## config.mk

```make
export PLATFORM = sky130hd
export DESIGN_NAME = sfp_link_ctrl
export DESIGN_NICKNAME = d
export VERILOG_FILES = /design/src/rtl/sfp_link_ctrl.sv
export SDC_FILE = /design/constraint.sdc
export NUM_CORES = 1
export LEC_CHECK = 0
export BUFFER_PORTS_ARGS = -buffer_cell sky130_fd_sc_hd__buf_2
export CAP_MARGIN = 25
export CORE_ASPECT_RATIO = 0.8
export CORE_MARGIN = 2
export CORE_UTILIZATION = 57
export CTS_BUF_LIST = sky130_fd_sc_hd__clkbuf_4
export CTS_CLUSTER_SIZE = 10
export DETAILED_ROUTE_END_ITERATION = 7
export PLACE_DENSITY_LB_ADDON = 0.3
export RECOVER_POWER = 25
export REMOVE_ABC_BUFFERS = 1
export SYNTH_ARGS = -nofsm -noshare
export SYNTH_HDL_FRONTEND = slang
export SYNTH_SLANG_ARGS = --single-unit
```

## constraint.sdc

```tcl
create_clock -name clk -period 2.7 [get_ports clk]
set_input_delay 0.405 -clock clk [delete_from_list [all_inputs] [get_ports clk]]
set_output_delay 0.405 -clock clk [all_outputs]
set_load 0.005 [all_outputs]
```

## src/rtl/sfp_link_ctrl.sv

```systemverilog
// sfp_link_ctrl: SFP link bring-up sequencer gating PCS reset and laser enable,
// supervising PCS sync with retry counting and a state/retry status byte.
module sfp_link_ctrl #(
  parameter int unsigned sys_clk_freq    = 125000000,
  parameter int unsigned reset_hold_us   = 10,
  parameter int unsigned los_debounce_us = 100,
  parameter int unsigned sync_timeout_ms = 10
) (
  input  logic       clk,
  input  logic       reset,
  input  logic       pll_locked,
  input  logic       sfp_mod_abs,
  input  logic       sfp_los,
  input  logic       sfp_tx_fault,
  input  logic       pcs_sync,
  output logic       sfp_tx_disable,
  output logic       pcs_reset,
  output logic       link_up,
  output logic [7:0] status
);
  localparam logic [31:0] HOLD = 32'(sys_clk_freq / 1000000 * reset_hold_us);
  localparam logic [31:0] DEB  = 32'(sys_clk_freq / 1000000 * los_debounce_us);
  localparam logic [31:0] TMO  = 32'(sys_clk_freq / 1000 * sync_timeout_ms);

  typedef enum logic [3:0] {
    S_IDLE   = 4'h0,
    S_RESET  = 4'h1,
    S_ENABLE = 4'h2,
    S_SYNC   = 4'h3,
    S_LINK   = 4'h4,
    S_FAULT  = 4'hF
  } state_t;

  state_t      r_state, w_next;
  logic [3:0]  r_meta, r_sync, r_retry;
  logic [31:0] r_cnt;
  logic        w_pll, w_abs, w_los, w_fault;
  logic        w_inc, w_restart, w_off, w_link;

  always_ff @(posedge clk or negedge reset)
    if (!reset) begin
      r_meta <= '0;
      r_sync <= '0;
    end else begin
      r_meta <= {pll_locked, sfp_mod_abs, sfp_los, sfp_tx_fault};
      r_sync <= r_meta;
    end

  assign {w_pll, w_abs, w_los, w_fault} = r_sync;

  always_ff @(posedge clk or negedge reset)
    if (!reset) begin
      r_state        <= S_IDLE;
      r_cnt          <= '0;
      r_retry        <= '0;
      sfp_tx_disable <= 1'b1;
      pcs_reset      <= 1'b1;
      link_up        <= 1'b0;
    end else begin
      r_state        <= w_next;
      r_cnt          <= (w_next != r_state || w_restart) ? '0 : r_cnt + 32'd1;
      r_retry        <= (w_inc && r_retry != 4'hF) ? r_retry + 4'd1 : r_retry;
      sfp_tx_disable <= w_off;
      pcs_reset      <= w_off;
      link_up        <= w_link;
    end

  // Loss of lock or module removal overrides everything; a TX fault overrides the per-state rules.
  always_comb begin
    w_next    = r_state;
    w_inc     = 1'b0;
    w_restart = 1'b0;
    if (!w_pll || w_abs)
      w_next = S_IDLE;
    else if (w_fault && (r_state inside {S_ENABLE, S_SYNC, S_LINK})) begin
      w_next = S_FAULT;
      w_inc  = 1'b1;
    end else
      case (r_state)
        S_IDLE:   w_next = S_RESET;
        S_RESET:  w_next = (r_cnt == HOLD - 32'd1) ? S_ENABLE : S_RESET;
        S_ENABLE: begin
          w_restart = w_los;
          w_next    = (!w_los && r_cnt == DEB - 32'd1) ? S_SYNC : S_ENABLE;
        end
        S_SYNC: begin
          w_inc  = !pcs_sync && r_cnt == TMO - 32'd1;
          w_next = pcs_sync ? S_LINK : w_inc ? S_RESET : S_SYNC;
        end
        S_LINK: begin
          w_inc  = !pcs_sync || w_los;
          w_next = w_inc ? S_RESET : S_LINK;
        end
        S_FAULT: begin
          w_restart = r_cnt == HOLD - 32'd1 && w_fault;
          w_next    = (r_cnt == HOLD - 32'd1 && !w_fault) ? S_IDLE : S_FAULT;
        end
        default:  w_next = S_IDLE;
      endcase
  end

  always_comb begin
    w_off  = w_next inside {S_IDLE, S_RESET, S_FAULT};
    w_link = w_next == S_LINK;
  end

  assign status = {r_state, r_retry};
endmodule

```

==> impl_metrics.toml, run 1 <==
[grt]
gr-total-overflow = 0
grt_util_all_layers_pct = 21.6
grt_pass1_vias = 1925
antenna_found_initial = 0
grt_max_degree = 39
grt_pass1_wl_mm = 8.94

[finish]
multiInputGateArea_sq_um = 1440
diodes = 0
area_growth_pct = 11.9
drive_gt1_share_pct = 25.5
fin_nets = 319
final_area_sq_um = 3120
seqCellArea_sq_um = 1260
n_fill_cell = 381

[floorplan]
initial_core_util_pct = 60.0
io_pins = 18
die_y_um = 66.6
dieArea_sq_um = 5470
core_sq_um = 4650
die_w_um = 82.2
rows = 22

[pwr]
ir_drop_v = 0.000547
total_power_mw = 1.43
leakagePower_nw = 1.41
power_density_nw_per_um2 = 458

[yosys]
synth_top_area_share_pct = 44.0
postSynthAreaPerCell_sq_um = 10.1
synth_top_cells_by_area = "dfrtp_1 44%, xor2_1 6.3%, nor2_1 4.8%"
ys_seq_elements = 50
synth_edf_count = 0
synth-async-reset-ratio_pct = 100
synth_warnings = 0
synth-main-ff-cell = "dfrtp_1"
synth-seq-area-share_pct = 44.9
syn_area_sq_um = 2790
synth_area_leader_cell = "dfrtp_1"
yosysUniqueCellTypes = 60
syn-instance-count = 277

[worst_setup_path]
rrSetupSlack_ns = 0.11
crit_fanout = 16
cp-end-kind = "register"
reg2reg_from = "r_cnt[19]$_DFF_PN0_"
rr_worst_depth = 9
cp-start-kind = "register"
crit_type = "reg2reg"
r2r-end = "r_cnt[5]$_DFF_PN0_"
critPathArrivalTime_ns = 2.90
worstPathRequired_ns = 3.02

[place]
placedInstanceArea_sq_um = 3000
dp_hpwl_mm = 4.17
portBuffers = 17
place.gp.congestion = 0.928

[timing]
rsz0062_at_grt = "false"
finalCritPeriodShare_pct = 95.9
fmax_mhz = 386
maxSlewViolCount = 0
skew_ns = 0.0147
tns_ns = 0
final_hold_viol_count = 0
setup_violations = 0
tightest_slew_ns = 0.906
fin_crit_ns = 2.59
maxSlewHeadroom_pct = 39.6

[routing]
wl_per_cell_um = 15.3
routed_via_density = 5.81
dr_total_vias = 2149
drt-total-wl_mm = 5.66
drtIter0Drc = 144
final_antenna_net_count = 0
drc = 0
dr.pass1.iters = 4

[worst_hold_path]
min_to = "r_meta[1]$_DFF_PN0_"
worst_hold_path_type = "in2reg"
hold_start = "sfp_los"
min_path_cells = 1

[cts]
insertion_delay_ns = 0.37
clkSinkCount = 50
h-tree-depth = 2
clockRootBuffer = "clkbuf_4"
path_clk_slew_ns = 0.15
clock_path_buffers = 2
cts_made_buffers = 5
cts_tree = "built"

[run_status]
status = "finished clean"

[run]
drv_cap = 0
cell usage in the layout, fill, tap and decap left out, types with 5 or more instances in the layout:
| cell | n |
|---|---|
| and3_1 | 12 |
| buf_2 | 16 |
| buf_4 | 15 |
| clkbuf_4 | 5 |
| dfrtp_1 | 46 |
| inv_1 | 5 |
| nand2_1 | 21 |
| nand3_1 | 13 |
| nand4_1 | 6 |
| nor2_1 | 36 |
| nor2_2 | 11 |
| o21ai_0 | 6 |
| xnor2_1 | 12 |
| xor2_1 | 20 |
worst max path at each step:
stage	startpoint	to	slack (ns)	cells after the start
2_1_floorplan	r_cnt[19]$_DFF_PN0_	r_cnt[23]$_DFF_PN0_	0.04	7
3_3_place_gp	r_cnt[27]$_DFF_PN0_	r_cnt[2]$_DFF_PN0_	0.1	8
3_5_place_dp	r_cnt[27]$_DFF_PN0_	r_cnt[5]$_DFF_PN0_	0.05	8
4_1_cts	r_cnt[27]$_DFF_PN0_	r_cnt[5]$_DFF_PN0_	0.02	8
5_1_grt	r_cnt[19]$_DFF_PN0_	r_cnt[17]$_DFF_PN0_	0.007	9
6_report	r_cnt[19]$_DFF_PN0_	r_cnt[5]$_DFF_PN0_	0.11	9
cells in the mapped netlist, types with 3 or more instances:
library cell,n
ha_1,3
nand4_1,6
dfrtp_1,49
and2_1,4
a31oi_1,4
nand2_1,21
nor3b_1,3
nand3_1,13
nor2b_1,4
xnor2_1,12
nor4_1,6
xor2_1,20
nor3_1,3
nor2_2,11
buf_6,6
o21ai_0,6
a21oi_1,4
and3_1,12
inv_1,5
nor2_1,36
state kept, by name, indices dropped and copies added (netlist names):
register,count
r_cnt,32
pcs_reset,1
r_state,4
r_meta,4
r_sync,4
r_retry,4
link_up,1
metal layers:
| metal | share of wire, % | track usage [%] |
|---|---|---|
| met5 | 0 | 0 |
| met4 | 0.51 | 5.21 |
| met3 | 6.0 | 5.83 |
| met1 | 48 | 30.9 |
| met2 | 45 | 32.7 |
area by class of cell:
cell class	count	share of cell area, %
Clock buffer	5	1.20
Clock inverter	3	1.40
Inverter	5	0.601
Multi-Input combinational cell	211	46.1
Sequential cell	50	40.2
Tap cell	60	2.40
Timing Repair Buffer	36	8.06
power breakdown:
part,leakage (nW),internal (mW),switching (mW)
sequential,0.662,0.775,0.0197
clock,0.0456,0.197,0.248
combinational,0.703,0.0844,0.104
total,1.41,1.06,0.371
worst max-delay path, stage by stage, from the launching register on:
cell	delay [ns]
dfrtp_1	0.45
nor4_1	0.27
buf_4	0.16
nand4_1	0.15
or4_1	0.55
buf_4	0.18
a311o_1	0.25
nand4b_4	0.20
buf_12	0.19
nor2_1	0.12
cells by family after synthesis:
kind of cell | count (synthesis) | share of synthesized area (%)
XOR/XNOR | 32 | 10.0
buffers and inverters | 16 | 4.08
multiplexers | 3 | 1.12
AO/OA/AOI/OAI | 30 | 8.25
adder cells (fa/ha/maj) | 3 | 1.35
AND/OR/NAND/NOR | 143 | 30.2
flip-flops | 50 | 44.9
stage by stage:
step / utilization [%] / setup slack (ns) / hold slack (ns) / instances
6_report: 67.1 / 0.111 / 0.135 / 370
3_5_place_dp: 64.5 / 0.0532 / 0.304 / 359
5_1_grt: 67.1 / 0.00703 / 0.0984 / 370
4_1_cts: 66.4 / 0.0190 / 0.121 / 368
2_1_floorplan: - / 0.0368 / 0.109 / 266
3_3_place_gp: 64.5 / 0.0990 / 0.304 / 359
what timing repair did:
| item | 4_1_cts | 5_1_grt |
|---|---|---|
| setup buffers | 0 | 2 |
| resized for setup | 0 | 6 |
| hold buffers | 1 | 0 |
| setup endpoints to repair | 0 | 33 |
| endpoints found under the hold margin | 11 | 0 |
Power figures use the tool's default switching activity.
==> inputs of run 2 (changes only) <==
Settings changed: ABC_AREA from default to 1, CORE_MARGIN 2 to default.
==> impl_metrics.toml, run 2 <==
[run_status]
status = "finished with violations"
violations = "max-capacitance violations, max-slew violations"

[finish]
drive_gt1_share_pct = 21.2
final_area_sq_um = 3330
diodes = 0
area_growth_pct = 5.17
final_cell_mix = "71 x nand2_1, 56 x nor2_1, 49 x dfrtp_1, 45 x inv_1, 31 x nor2_4"
layout_commonest_cell = "nand2_1"
n_fill_cell = 444
regMostFlops = "r_cnt"
fin_nets = 415
largest_reg_flops = 32
stdcell_count = 468

[floorplan]
core_sq_um = 5180
die_w_um = 85.4
rows = 23
die_y_um = 68.7
initial_core_util_pct = 61.2
io_pins = 18
dieArea_sq_um = 5860

[routing]
met1_length_mm = 3.20
wl_per_cell_um = 13.5
final_antenna_net_count = 0
drt-total-wl_mm = 6.34
routed_via_density = 5.21
dr_wl_met2_mm = 2.63
dr_wl_met3_um = 433
drtIter0Drc = 288
dr.max_layer_used = "met4"
drc = 0
dr_total_vias = 2438
dr.pass1.iters = 5

[worst_setup_path]
critPathArrivalTime_ns = 2.58
worstPathRequired_ns = 2.97
cp-startpoint = "r_cnt[0]$_DFF_PN0_"
crit_type = "reg2reg"
rr_worst_depth = 15
crit_fanout = 32
cp-start-kind = "register"
reg2reg_from = "r_cnt[0]$_DFF_PN0_"
cp-end-kind = "register"

[place]
portBuffers = 17
dp_hpwl_mm = 4.96
place_inst = 460
place.gp.congestion = 0.947
placedInstanceArea_sq_um = 3280

[timing]
skew_ns = 0.0131
tns_ns = 0
maxSlewHeadroom_pct = -8.48
tightest_slew_ns = 1.63
fmax_mhz = 433
maxSlewViolCount = 31
setup_violations = 0
final_hold_viol_count = 0
finalCritPeriodShare_pct = 85.5
fin_crit_ns = 2.31
rsz0062_at_grt = "false"

[cts]
insertion_delay_ns = 0.37
path_clk_slew_ns = 0.15
post-cts-setup-buffer-count = 0
clkSinkCount = 50
cts_made_buffers = 5
clock_path_buffers = 2
cts_resized = 0
h-tree-depth = 2
cts_tree = "built"
hold_buffers = 0
clockRootBuffer = "clkbuf_4"

[yosys]
ys_seq_elements = 50
synth_warnings = 0
synth-async-reset-ratio_pct = 100
synth.most_common_cell = "nand2_1"
postSynthAreaPerCell_sq_um = 8.25
synth_top_area_share_pct = 38.7
syn-instance-count = 384
synth-main-ff-cell = "dfrtp_1"
yosysUniqueCellTypes = 27
synth_top_cells_by_area = "dfrtp_1 39%, nor2_4 11%, nand2_1 8.4%"
synth_edf_count = 0
synth_area_leader_cell = "dfrtp_1"
synth-seq-area-share_pct = 39.5
synth_common_cells = "71 x nand2_1, 56 x nor2_1, 49 x dfrtp_1"
syn_area_sq_um = 3170

[grt]
antenna_found_initial = 0
grt_pass1_vias = 2190
grt_max_degree = 33
grt_pass1_wl_mm = 10.5
gr-total-overflow = 0
grt_util_all_layers_pct = 24.0

[worst_hold_path]
min_path_cells = 1
worst_hold_path_type = "in2reg"
hold_start = "sfp_los"

[pwr]
ir_drop_v = 0.000273
power_density_nw_per_um2 = 390
leakagePower_nw = 1.46

[run]
drv_cap = 1
-- run 2: worst paths after layout --
check                           slack (ns)             endpoint
min in group asynchronous             0.42  r_cnt[12]$_DFF_PN0_
worst max register to register        0.39  r_cnt[31]$_DFF_PN0_
worst max-delay path                  0.39  r_cnt[31]$_DFF_PN0_
worst min register to register        0.37  r_sync[3]$_DFF_PN0_
max in group asynchronous             1.24  pcs_reset$_DFF_PN1_
worst min-delay path                  0.13  r_meta[1]$_DFF_PN0_
-- run 2: cells by family after synthesis --
group	Yosys count	share of synthesized area, %
adders and majority gates	3	1.18
buffers and inverters	64	9.75
and+or+nand+nor	225	38.9
xor gates and xnor gates	33	9.12
DFF	50	39.5
AOI/OAI and AO/OA	9	1.50
-- run 2: routing by layer --
| metal | global-route usage [%] | up-vias |
|---|---|---|
| met2 | 35.9 | 88 |
| li1 | - | 1223 |
| met4 | 8.13 | 0 |
| met5 | 0 | - |
| met3 | 4.88 | 7 |
| met1 | 34.9 | 1120 |
-- run 2: worst max-delay path, cell delays in order, from the launching register on --
cell and delay, ns:
dfrtp_1 0.42, ha_1 0.22, nand3_1 0.18, nor2_1 0.15
nand2_1 0.06, nor2_1 0.16, nor2_1 0.06, nor2_1 0.11
nand2_1 0.08, nand2_1 0.10, nand2_1 0.06, nand2_1 0.07
inv_2 0.04, nand3_4 0.06, buf_12 0.32, nor2_1 0.08
-- run 2: cell type report --
cell class | instances | area (sq um) | share of cell area, %
Multi-Input combinational cell | 270 | 1610 | 48.2
Timing Repair Buffer | 20 | 119 | 3.57
Inverter | 58 | 223 | 6.68
Tap cell | 62 | 77.6 | 2.33
Sequential cell | 50 | 1250 | 37.6
Clock inverter | 3 | 16.3 | 0.488
Clock buffer | 5 | 37.5 | 1.13
-- run 2: where the power goes --
part           internal (mW)  switching (mW)  total, mW
clock                 0.0973           0.234      0.331
sequential             0.772          0.0243      0.797
combinational         0.0583           0.114      0.172
total                  0.928           0.372       1.30
-- run 2: stage by stage --
step | hold slack [ns] | power, mW | worst slack, ns | utilization [%]
global placement | 0.335 | 0.976 | 0.459 | 63.3
detailed placement | 0.335 | 0.982 | 0.423 | 63.3
floorplan | 0.109 | 0.928 | 0.377 | -
finish | 0.134 | 1.30 | 0.392 | 64.3
global route | 0.0999 | 1.37 | 0.148 | 64.3
CTS | 0.0475 | 1.32 | 0.404 | 64.3
